## config.mk

```make
export PLATFORM = sky130hd
export DESIGN_NAME = cpc_bus_cycle_decoder_flat
export DESIGN_NICKNAME = d
export VERILOG_FILES = /design/src/rtl/cpc_bus_pkg.sv /design/src/rtl/cpc_bus_cycle_decoder_if.sv /design/src/rtl/cpc_bus_sampler.sv /design/src/rtl/cpc_bus_cycle_decoder.sv /design/src/flat_wrapper.sv
export SDC_FILE = /design/constraint.sdc
export NUM_CORES = 1
export LEC_CHECK = 0
export CORE_UTILIZATION = 40
export DETAILED_ROUTE_END_ITERATION = 10
export PLACE_DENSITY = 0.69
export SYNTH_ARGS = -nofsm -noshare
export SYNTH_HDL_FRONTEND = slang
export SYNTH_SLANG_ARGS = --single-unit
```

## constraint.sdc

```tcl
create_clock -name clk -period 2.2 [get_ports clk]
set_clock_uncertainty 0.15 [all_clocks]
set_input_delay 0.22 -clock clk [delete_from_list [all_inputs] [get_ports clk]]
set_output_delay 0.22 -clock clk [all_outputs]
set_load 0.05 [all_outputs]
```

## src/rtl/cpc_bus_pkg.sv

```systemverilog
// cpc_bus_pkg: shared cycle encodings, sampled-bus record and expansion-port constants
package cpc_bus_pkg;
    typedef enum logic [3:0] {
        ST_IDLE, ST_MPEND, ST_MRD, ST_MWR, ST_OPF, ST_RFSH, ST_IORD, ST_IOWR, ST_INTA
    } state_t;
    typedef enum logic [2:0] {
        CYC_IDLE, CYC_MRD, CYC_MWR, CYC_OPF, CYC_RFSH, CYC_IORD, CYC_IOWR, CYC_INTA
    } cyc_t;
    typedef struct packed {
        logic       mreq_b;
        logic       iorq_b;
        logic       rd_b;
        logic       wr_b;
        logic       m1_b;
        logic       rfsh_b;
        logic       adr15;
        logic       adr14;
        logic       adr8;
        logic [7:0] data;
        logic       low_port_sel;
    } bus_t;
    localparam logic [1:0] CFG_TAG   = 2'b11;
    localparam logic       CFG_ADR15 = 1'b0;
    localparam bus_t       BUS_IDLE  = '{1'b1, 1'b1, 1'b1, 1'b1, 1'b1, 1'b1, 1'b0, 1'b0, 1'b0, 8'h00, 1'b0};
    // Three output bits cannot hold nine states: a memory cycle whose direction is
    // still undecided (MPEND) is reported as IDLE until rd_b or wr_b resolves it.
    function automatic cyc_t cyc_code(state_t s);
        case (s)
            ST_MRD:  return CYC_MRD;
            ST_MWR:  return CYC_MWR;
            ST_OPF:  return CYC_OPF;
            ST_RFSH: return CYC_RFSH;
            ST_IORD: return CYC_IORD;
            ST_IOWR: return CYC_IOWR;
            ST_INTA: return CYC_INTA;
            default: return CYC_IDLE;
        endcase
    endfunction
endpackage

```

## src/rtl/cpc_bus_cycle_decoder_if.sv

```systemverilog
// cpc_bus_cycle_decoder_if: raw Z80 bus strobes, address bits, data and port select
interface cpc_bus_cycle_decoder_if;
    logic       mreq_b;
    logic       iorq_b;
    logic       rd_b;
    logic       wr_b;
    logic       m1_b;
    logic       rfsh_b;
    logic       adr15;
    logic       adr14;
    logic       adr8;
    logic [7:0] data;
    logic       low_port_sel;
    modport master (output mreq_b, iorq_b, rd_b, wr_b, m1_b, rfsh_b, adr15, adr14, adr8, data, low_port_sel);
    modport slave  (input  mreq_b, iorq_b, rd_b, wr_b, m1_b, rfsh_b, adr15, adr14, adr8, data, low_port_sel);
endinterface

```

## src/rtl/cpc_bus_sampler.sv

```systemverilog
// cpc_bus_sampler: single register stage (S) for every bus input
module cpc_bus_sampler
    import cpc_bus_pkg::*;
(
    input  logic                          clk,
    input  logic                          reset,
    cpc_bus_cycle_decoder_if.slave        bus,
    output bus_t                          o_s
);
    // capture the bus every edge; reset parks the strobes inactive
    always_ff @(posedge clk or posedge reset) begin
        if (reset) o_s <= BUS_IDLE;
        else o_s <= '{bus.mreq_b, bus.iorq_b, bus.rd_b, bus.wr_b, bus.m1_b, bus.rfsh_b,
                      bus.adr15, bus.adr14, bus.adr8, bus.data, bus.low_port_sel};
    end
endmodule

```

## src/rtl/cpc_bus_cycle_decoder.sv

```systemverilog
// cpc_bus_cycle_decoder: classifies Z80 bus cycles, times them and captures expansion-port writes
module cpc_bus_cycle_decoder
    import cpc_bus_pkg::*;
#(
    parameter int TIMEOUT_CYCLES = 12,
    parameter int CNT_W          = 4
)(
    input  logic             clk,
    input  logic             reset,
    cpc_bus_cycle_decoder_if.slave bus,
    output logic [2:0]       cyc_type,
    output logic             mrd_cyc,
    output logic             mwr_cyc,
    output logic             cfg_wr_stb,
    output logic [5:0]       cfg_data,
    output logic             cfg_sel,
    output logic [CNT_W-1:0] cyc_len,
    output logic             cyc_end_stb,
    output logic             timeout_stb,
    output logic             bus_err_stb
);
    bus_t             w_s;
    state_t           r_state, w_next;
    logic [CNT_W-1:0] r_cnt, w_cnt_nxt;
    logic             w_mem, w_io, w_enter, w_exit, w_cfg_hit, w_unused;

    cpc_bus_sampler u_sampler (.clk(clk), .reset(reset), .bus(bus), .o_s(w_s));

    assign w_unused  = w_s.adr14;
    assign w_mem     = !w_s.mreq_b;
    assign w_io      = !w_s.iorq_b;
    assign w_enter   = r_state == ST_IDLE && w_next != ST_IDLE;
    assign w_exit    = r_state != ST_IDLE && w_next == ST_IDLE;
    assign w_cfg_hit = w_enter && w_next == ST_IOWR && w_s.adr15 == CFG_ADR15 && w_s.data[7:6] == CFG_TAG;
    assign w_cnt_nxt = w_next == ST_IDLE ? '0 : w_enter ? CNT_W'(1) : &r_cnt ? r_cnt : r_cnt + 1'b1;

    // state register
    always_ff @(posedge clk or posedge reset) begin
        if (reset) r_state <= ST_IDLE;
        else r_state <= w_next;
    end

    // next state from the sampled bus; active cycles only end on a high strobe sample
    always_comb begin
        w_next = r_state;
        case (r_state)
            ST_IDLE:
                w_next = (w_mem && w_io)                   ? ST_IDLE  :
                         (w_mem && !w_s.rfsh_b)            ? ST_RFSH  :
                         (w_mem && !w_s.m1_b)              ? ST_OPF   :
                         (w_mem && !w_s.rd_b)              ? ST_MRD   :
                         (w_mem && w_s.rd_b && w_s.wr_b)   ? ST_MPEND :
                         (w_io && !w_s.m1_b)               ? ST_INTA  :
                         (w_io && !w_s.wr_b)               ? ST_IOWR  :
                         (w_io && !w_s.rd_b)               ? ST_IORD  : ST_IDLE;
            ST_MPEND:
                w_next = !w_s.wr_b ? ST_MWR : !w_s.rd_b ? ST_MRD : w_s.mreq_b ? ST_IDLE : ST_MPEND;
            ST_IORD, ST_IOWR, ST_INTA:
                w_next = w_s.iorq_b ? ST_IDLE : r_state;
            default:
                w_next = w_s.mreq_b ? ST_IDLE : r_state;
        endcase
    end

    // state-decoded outputs
    always_comb begin
        cyc_type = cyc_code(r_state);
        mrd_cyc  = r_state == ST_MRD;
        mwr_cyc  = r_state == ST_MWR;
    end

    // cycle timing, event strobes and the expansion-register capture
    always_ff @(posedge clk or posedge reset) begin
        if (reset) begin
            r_cnt       <= '0;
            cyc_len     <= '0;
            cyc_end_stb <= 1'b0;
            timeout_stb <= 1'b0;
            bus_err_stb <= 1'b0;
            cfg_wr_stb  <= 1'b0;
            cfg_data    <= '0;
            cfg_sel     <= 1'b0;
        end else begin
            r_cnt       <= w_cnt_nxt;
            cyc_len     <= w_exit ? r_cnt : cyc_len;
            cyc_end_stb <= w_exit;
            timeout_stb <= w_cnt_nxt == CNT_W'(TIMEOUT_CYCLES) && r_cnt != CNT_W'(TIMEOUT_CYCLES);
            bus_err_stb <= r_state == ST_IDLE && w_mem && w_io;
            cfg_wr_stb  <= w_cfg_hit;
            cfg_data    <= w_cfg_hit ? w_s.data[5:0] : cfg_data;
            cfg_sel     <= w_cfg_hit ? (w_s.low_port_sel ? !w_s.adr8 : w_s.adr8) : cfg_sel;
        end
    end
endmodule

```

## src/flat_wrapper.sv

```systemverilog
// flat-port wrapper written by rule: the top's interface ports become plain ports
module cpc_bus_cycle_decoder_flat import cpc_bus_pkg::*;
#(
    parameter int TIMEOUT_CYCLES = 12,
    parameter int CNT_W          = 4
)
  (clk, reset, cyc_type, mrd_cyc, mwr_cyc, cfg_wr_stb, cfg_data, cfg_sel, cyc_len, cyc_end_stb, timeout_stb, bus_err_stb, bus_mreq_b, bus_iorq_b, bus_rd_b, bus_wr_b, bus_m1_b, bus_rfsh_b, bus_adr15, bus_adr14, bus_adr8, bus_data, bus_low_port_sel);
  cpc_bus_cycle_decoder_if bus_i ();
  input  logic clk;
  input  logic reset;
  output logic [2:0] cyc_type;
  output logic mrd_cyc;
  output logic mwr_cyc;
  output logic cfg_wr_stb;
  output logic [5:0] cfg_data;
  output logic cfg_sel;
  output logic [CNT_W-1:0] cyc_len;
  output logic cyc_end_stb;
  output logic timeout_stb;
  output logic bus_err_stb;
  input wire logic [$bits(bus_i.mreq_b)-1:0] bus_mreq_b;
  input wire logic [$bits(bus_i.iorq_b)-1:0] bus_iorq_b;
  input wire logic [$bits(bus_i.rd_b)-1:0] bus_rd_b;
  input wire logic [$bits(bus_i.wr_b)-1:0] bus_wr_b;
  input wire logic [$bits(bus_i.m1_b)-1:0] bus_m1_b;
  input wire logic [$bits(bus_i.rfsh_b)-1:0] bus_rfsh_b;
  input wire logic [$bits(bus_i.adr15)-1:0] bus_adr15;
  input wire logic [$bits(bus_i.adr14)-1:0] bus_adr14;
  input wire logic [$bits(bus_i.adr8)-1:0] bus_adr8;
  input wire logic [$bits(bus_i.data)-1:0] bus_data;
  input wire logic [$bits(bus_i.low_port_sel)-1:0] bus_low_port_sel;
  assign bus_i.mreq_b = bus_mreq_b;
  assign bus_i.iorq_b = bus_iorq_b;
  assign bus_i.rd_b = bus_rd_b;
  assign bus_i.wr_b = bus_wr_b;
  assign bus_i.m1_b = bus_m1_b;
  assign bus_i.rfsh_b = bus_rfsh_b;
  assign bus_i.adr15 = bus_adr15;
  assign bus_i.adr14 = bus_adr14;
  assign bus_i.adr8 = bus_adr8;
  assign bus_i.data = bus_data;
  assign bus_i.low_port_sel = bus_low_port_sel;
  cpc_bus_cycle_decoder #(.TIMEOUT_CYCLES(TIMEOUT_CYCLES), .CNT_W(CNT_W)) u_core (.clk(clk), .reset(reset), .bus(bus_i), .cyc_type(cyc_type), .mrd_cyc(mrd_cyc), .mwr_cyc(mwr_cyc), .cfg_wr_stb(cfg_wr_stb), .cfg_data(cfg_data), .cfg_sel(cfg_sel), .cyc_len(cyc_len), .cyc_end_stb(cyc_end_stb), .timeout_stb(timeout_stb), .bus_err_stb(bus_err_stb));
endmodule
```

==> impl_metrics.env <==
export IMPL_dp_hpwl_mm=2.50
export IMPL_r2r_start="u_core.u_sampler.o_s[14]$_DFF_PP1_"
export IMPL_rsz0062_at_grt="yes"
export IMPL_core_um2=4090
export IMPL_cp_buffers_inverters=0
export IMPL_multi_input_area_um2=674
export IMPL_clk_pin_slew_ns=0.08
export IMPL_htreeDepth=2
export IMPL_synth_edf_count=0
export IMPL_synth_nets=167
export IMPL_synthesis_area_um2=1750
export IMPL_drcViolationCount=0
export IMPL_critPathLaunchType="register"
export IMPL_synth_distinct_cells=44
export IMPL_violations="negative setup slack"
export IMPL_yosysSeqAreaShare_pct=57.7
export IMPL_final_util_pct=61.9
export IMPL_grt_overflow=0
export IMPL_slew_headroom_pct=66.1
export IMPL_postRouteAntennaNets=0
export IMPL_synthTopCellsByArea="dfrtp_1, dfstp_2, mux2_2"
export IMPL_ys_ff_latch=40
export IMPL_critical_path_class="register to register"
export IMPL_hold_violations=0
export IMPL_drt_first_pass_iters=4
export IMPL_rr_worst_depth=6
export IMPL_netlist_area_leader_share_pct=48.6
export IMPL_grtUsageTotal_pct=16.6
export IMPL_synth_ff_type="dfrtp_1"
export IMPL_num_antenna_cells=0
export IMPL_io_pins=40
export IMPL_hold_path_class="primary input to async pin"
export IMPL_fillers=323
export IMPL_arrival_ns=2.29
export IMPL_clockBufferDepth=2
export IMPL_synthArstFlopShare_pct=100
export IMPL_setup_tns_ns=-0.207
export IMPL_status="finished, violations left"
export IMPL_drt_initial_drc_count=39
export IMPL_layout_drive_gt1_share_pct=35.4
export IMPL_grt_pass1_wl_mm=5.61
export IMPL_routed_wl_mm=3.45
export IMPL_cts_sinks=40
export IMPL_grt_pass1_vias=1305
export IMPL_timing_rr_end="u_core.cyc_len[0]$_DFFE_PP0P_"
export IMPL_final_seq_area_um2=1010
export IMPL_fp_row_count=23
export IMPL_wl_per_cell_um=13.2
export IMPL_crit_chain="nand2_2 > nand4b_1 > a21oi_2 > a311o_1 > or4_4 > mux2_4"
export IMPL_cp_max_fo=5
export IMPL_cap_viol_max_count=0
export IMPL_layout_setup_ws_ns=-0.0563
export IMPL_dieArea_um2=4640
export IMPL_vias=1311
export IMPL_preCtsSetupSlack_ns=-0.0833
export IMPL_crit_required_ns=2.23
export IMPL_fmax_mhz=443
export IMPL_ys_warn_count=0
export IMPL_die_x_um=68.1
export IMPL_power_density_nw_per_um2=1280
export IMPL_end_kind="register"
export IMPL_crit_family="simple AND/OR/NAND/NOR gates"
export IMPL_crit_slowest_cell="dfstp_2"
export IMPL_syn_area_per_cell_um2=12.1
export IMPL_vias_per_cell=5.00
export IMPL_setup_viol=5
export IMPL_cts_buffers=5
export IMPL_syn_to_final_growth_pct=44.6
export IMPL_tightest_slew_ns=0.507
export IMPL_fin_crit_ns=2.26
export IMPL_regToRegSetupSlack_ns=-0.06
export IMPL_slew_viol_final=0
export IMPL_yosys_area_top_type="dfrtp_1"
export IMPL_die_y_um=68.1
export IMPL_leakagePower_uw=0.00118
export IMPL_place_congestion=0.926
export IMPL_fin_crit_sh_pct=103
export IMPL_clk_latency_ns=0.29
export IMPL_cts_tree="done"
export IMPL_max_stage_delay_ns=0.56
export IMPL_nets=233
export IMPL_synth_cells=145
export IMPL_initial_utilization_pct=42.8
export IMPL_antenna_found_initial=0
export IMPL_grt_max_degree=16
export IMPL_io_buffer_count=38
export IMPL_root_buffer="clkbuf_8"
export IMPL_ir_drop_uv=658
[worst max-delay path by stage]
stage	from	end	slack, ns	depth (start not counted)
2_1_floorplan	u_core.u_sampler.o_s[16]$_DFF_PP1_	u_core.cyc_len[0]$_DFFE_PP0P_	-0.07	7
3_3_place_gp	u_core.u_sampler.o_s[16]$_DFF_PP1_	u_core.cyc_len[1]$_DFFE_PP0P_	-0.07	5
3_5_place_dp	u_core.u_sampler.o_s[16]$_DFF_PP1_	u_core.cyc_len[2]$_DFFE_PP0P_	-0.08	5
4_1_cts	u_core.u_sampler.o_s[16]$_DFF_PP1_	u_core.cyc_len[0]$_DFFE_PP0P_	-0.03	5
5_1_grt	u_core.u_sampler.o_s[14]$_DFF_PP1_	u_core.cyc_len[0]$_DFFE_PP0P_	-0.10	6
6_report	u_core.u_sampler.o_s[14]$_DFF_PP1_	u_core.cyc_len[0]$_DFFE_PP0P_	-0.06	6
[report_power, final]
group	switching [uW]	internal [uW]	total, uW
clock network	248	371	618
logic	861	782	1640
registers	126	863	989
[cell type report]
| type | instances | area share, % |
|---|---|---|
| Clock buffer | 6 | 3.26 |
| Clock inverter | 2 | 1.53 |
| Inverter | 7 | 1.04 |
| Multi-Input combinational cell | 89 | 26.7 |
| Sequential cell | 40 | 40.0 |
| Tap cell | 50 | 2.47 |
| Timing Repair Buffer | 68 | 25.1 |
[cell usage in the layout (no fill, tap or decap), types with 2 or more instances in the layout]
cell / Yosys / routed
and2_1: 2 / 2
buf_12: 0 / 3
buf_4: 5 / 31
clkbuf_8: 0 / 6
clkdlybuf4s50_1: 0 / 33
dfrtp_1: 34 / 32
dfrtp_2: 0 / 2
dfstp_2: 6 / 6
ha_1: 2 / 2
inv_1: 7 / 6
mux2_2: 8 / 7
mux2_4: 4 / 5
mux2i_1: 3 / 3
nand2_1: 13 / 12
nand2_2: 1 / 2
nand2b_1: 2 / 2
nand3_1: 5 / 4
nor2_1: 10 / 10
nor3_1: 3 / 3
o211ai_1: 2 / 2
o21ai_0: 4 / 4
or4_4: 1 / 2
xnor2_1: 2 / 2
xor2_1: 3 / 3
[flip-flops by register name, summed over array words and instances, names as in the netlist]
signal                count
u_core.r_cnt              4
u_core.cyc_end_stb        1
u_core.cfg_data           6
u_core.cfg_wr_stb         1
u_core.cfg_sel            1
u_core.u_sampler.o_s     17
u_core.cyc_len            4
u_core.r_state            4
u_core.timeout_stb        1
u_core.bus_err_stb        1
[per-layer routing]
metal,global-route usage (%),up-vias,share of wire [%]
met5,0,-,0
met4,7.55,0,1.7
met3,5.17,9,5.0
met2,27.7,43,51
met1,19.4,633,42
li1,-,626,-
[cells in the mapped netlist, types with 2 or more instances]
cell type  instances
xor2_1             3
buf_4              5
mux2_2             8
dfrtp_1           34
mux2_4             4
nand2b_1           2
nor4_1             2
o21ai_0            4
mux2i_1            3
nand2_1           13
ha_1               2
inv_1              7
a21oi_1            2
buf_6              3
xnor2_1            2
nand3_1            5
dfstp_2            6
o211ai_1           2
and2_1             2
nor2_1            10
nor3_1             3
[through the flow]
stage	cells	hold slack [ns]	cell area [um^2]	total power, uW
3_3_place_gp	248	0.305	2320	2530
2_1_floorplan	145	0.0745	1750	1990
3_5_place_dp	248	0.318	2320	2560
5_1_grt	262	0.108	2530	3410
4_1_cts	259	0.0658	2480	3220
6_report	262	0.0632	2530	3250
[timing repair]
item,in CTS,in global routing
setup endpoints to repair,16,16
hold buffers,0,0
pin swaps,3,2
endpoints found under the hold margin,0,0
gates resized for setup,5,7
setup buffers,3,3
[cells by family after synthesis]
kind of cell / Yosys count / share of synthesized area (%)
simple gates: 50 / 15.7
buf+inv: 16 / 5.79
xor+xnor: 5 / 2.50
mux: 15 / 10.3
compound gates: 17 / 6.58
fa+ha+maj: 2 / 1.43
flops: 40 / 57.7
(Power assumes the default switching activity.)
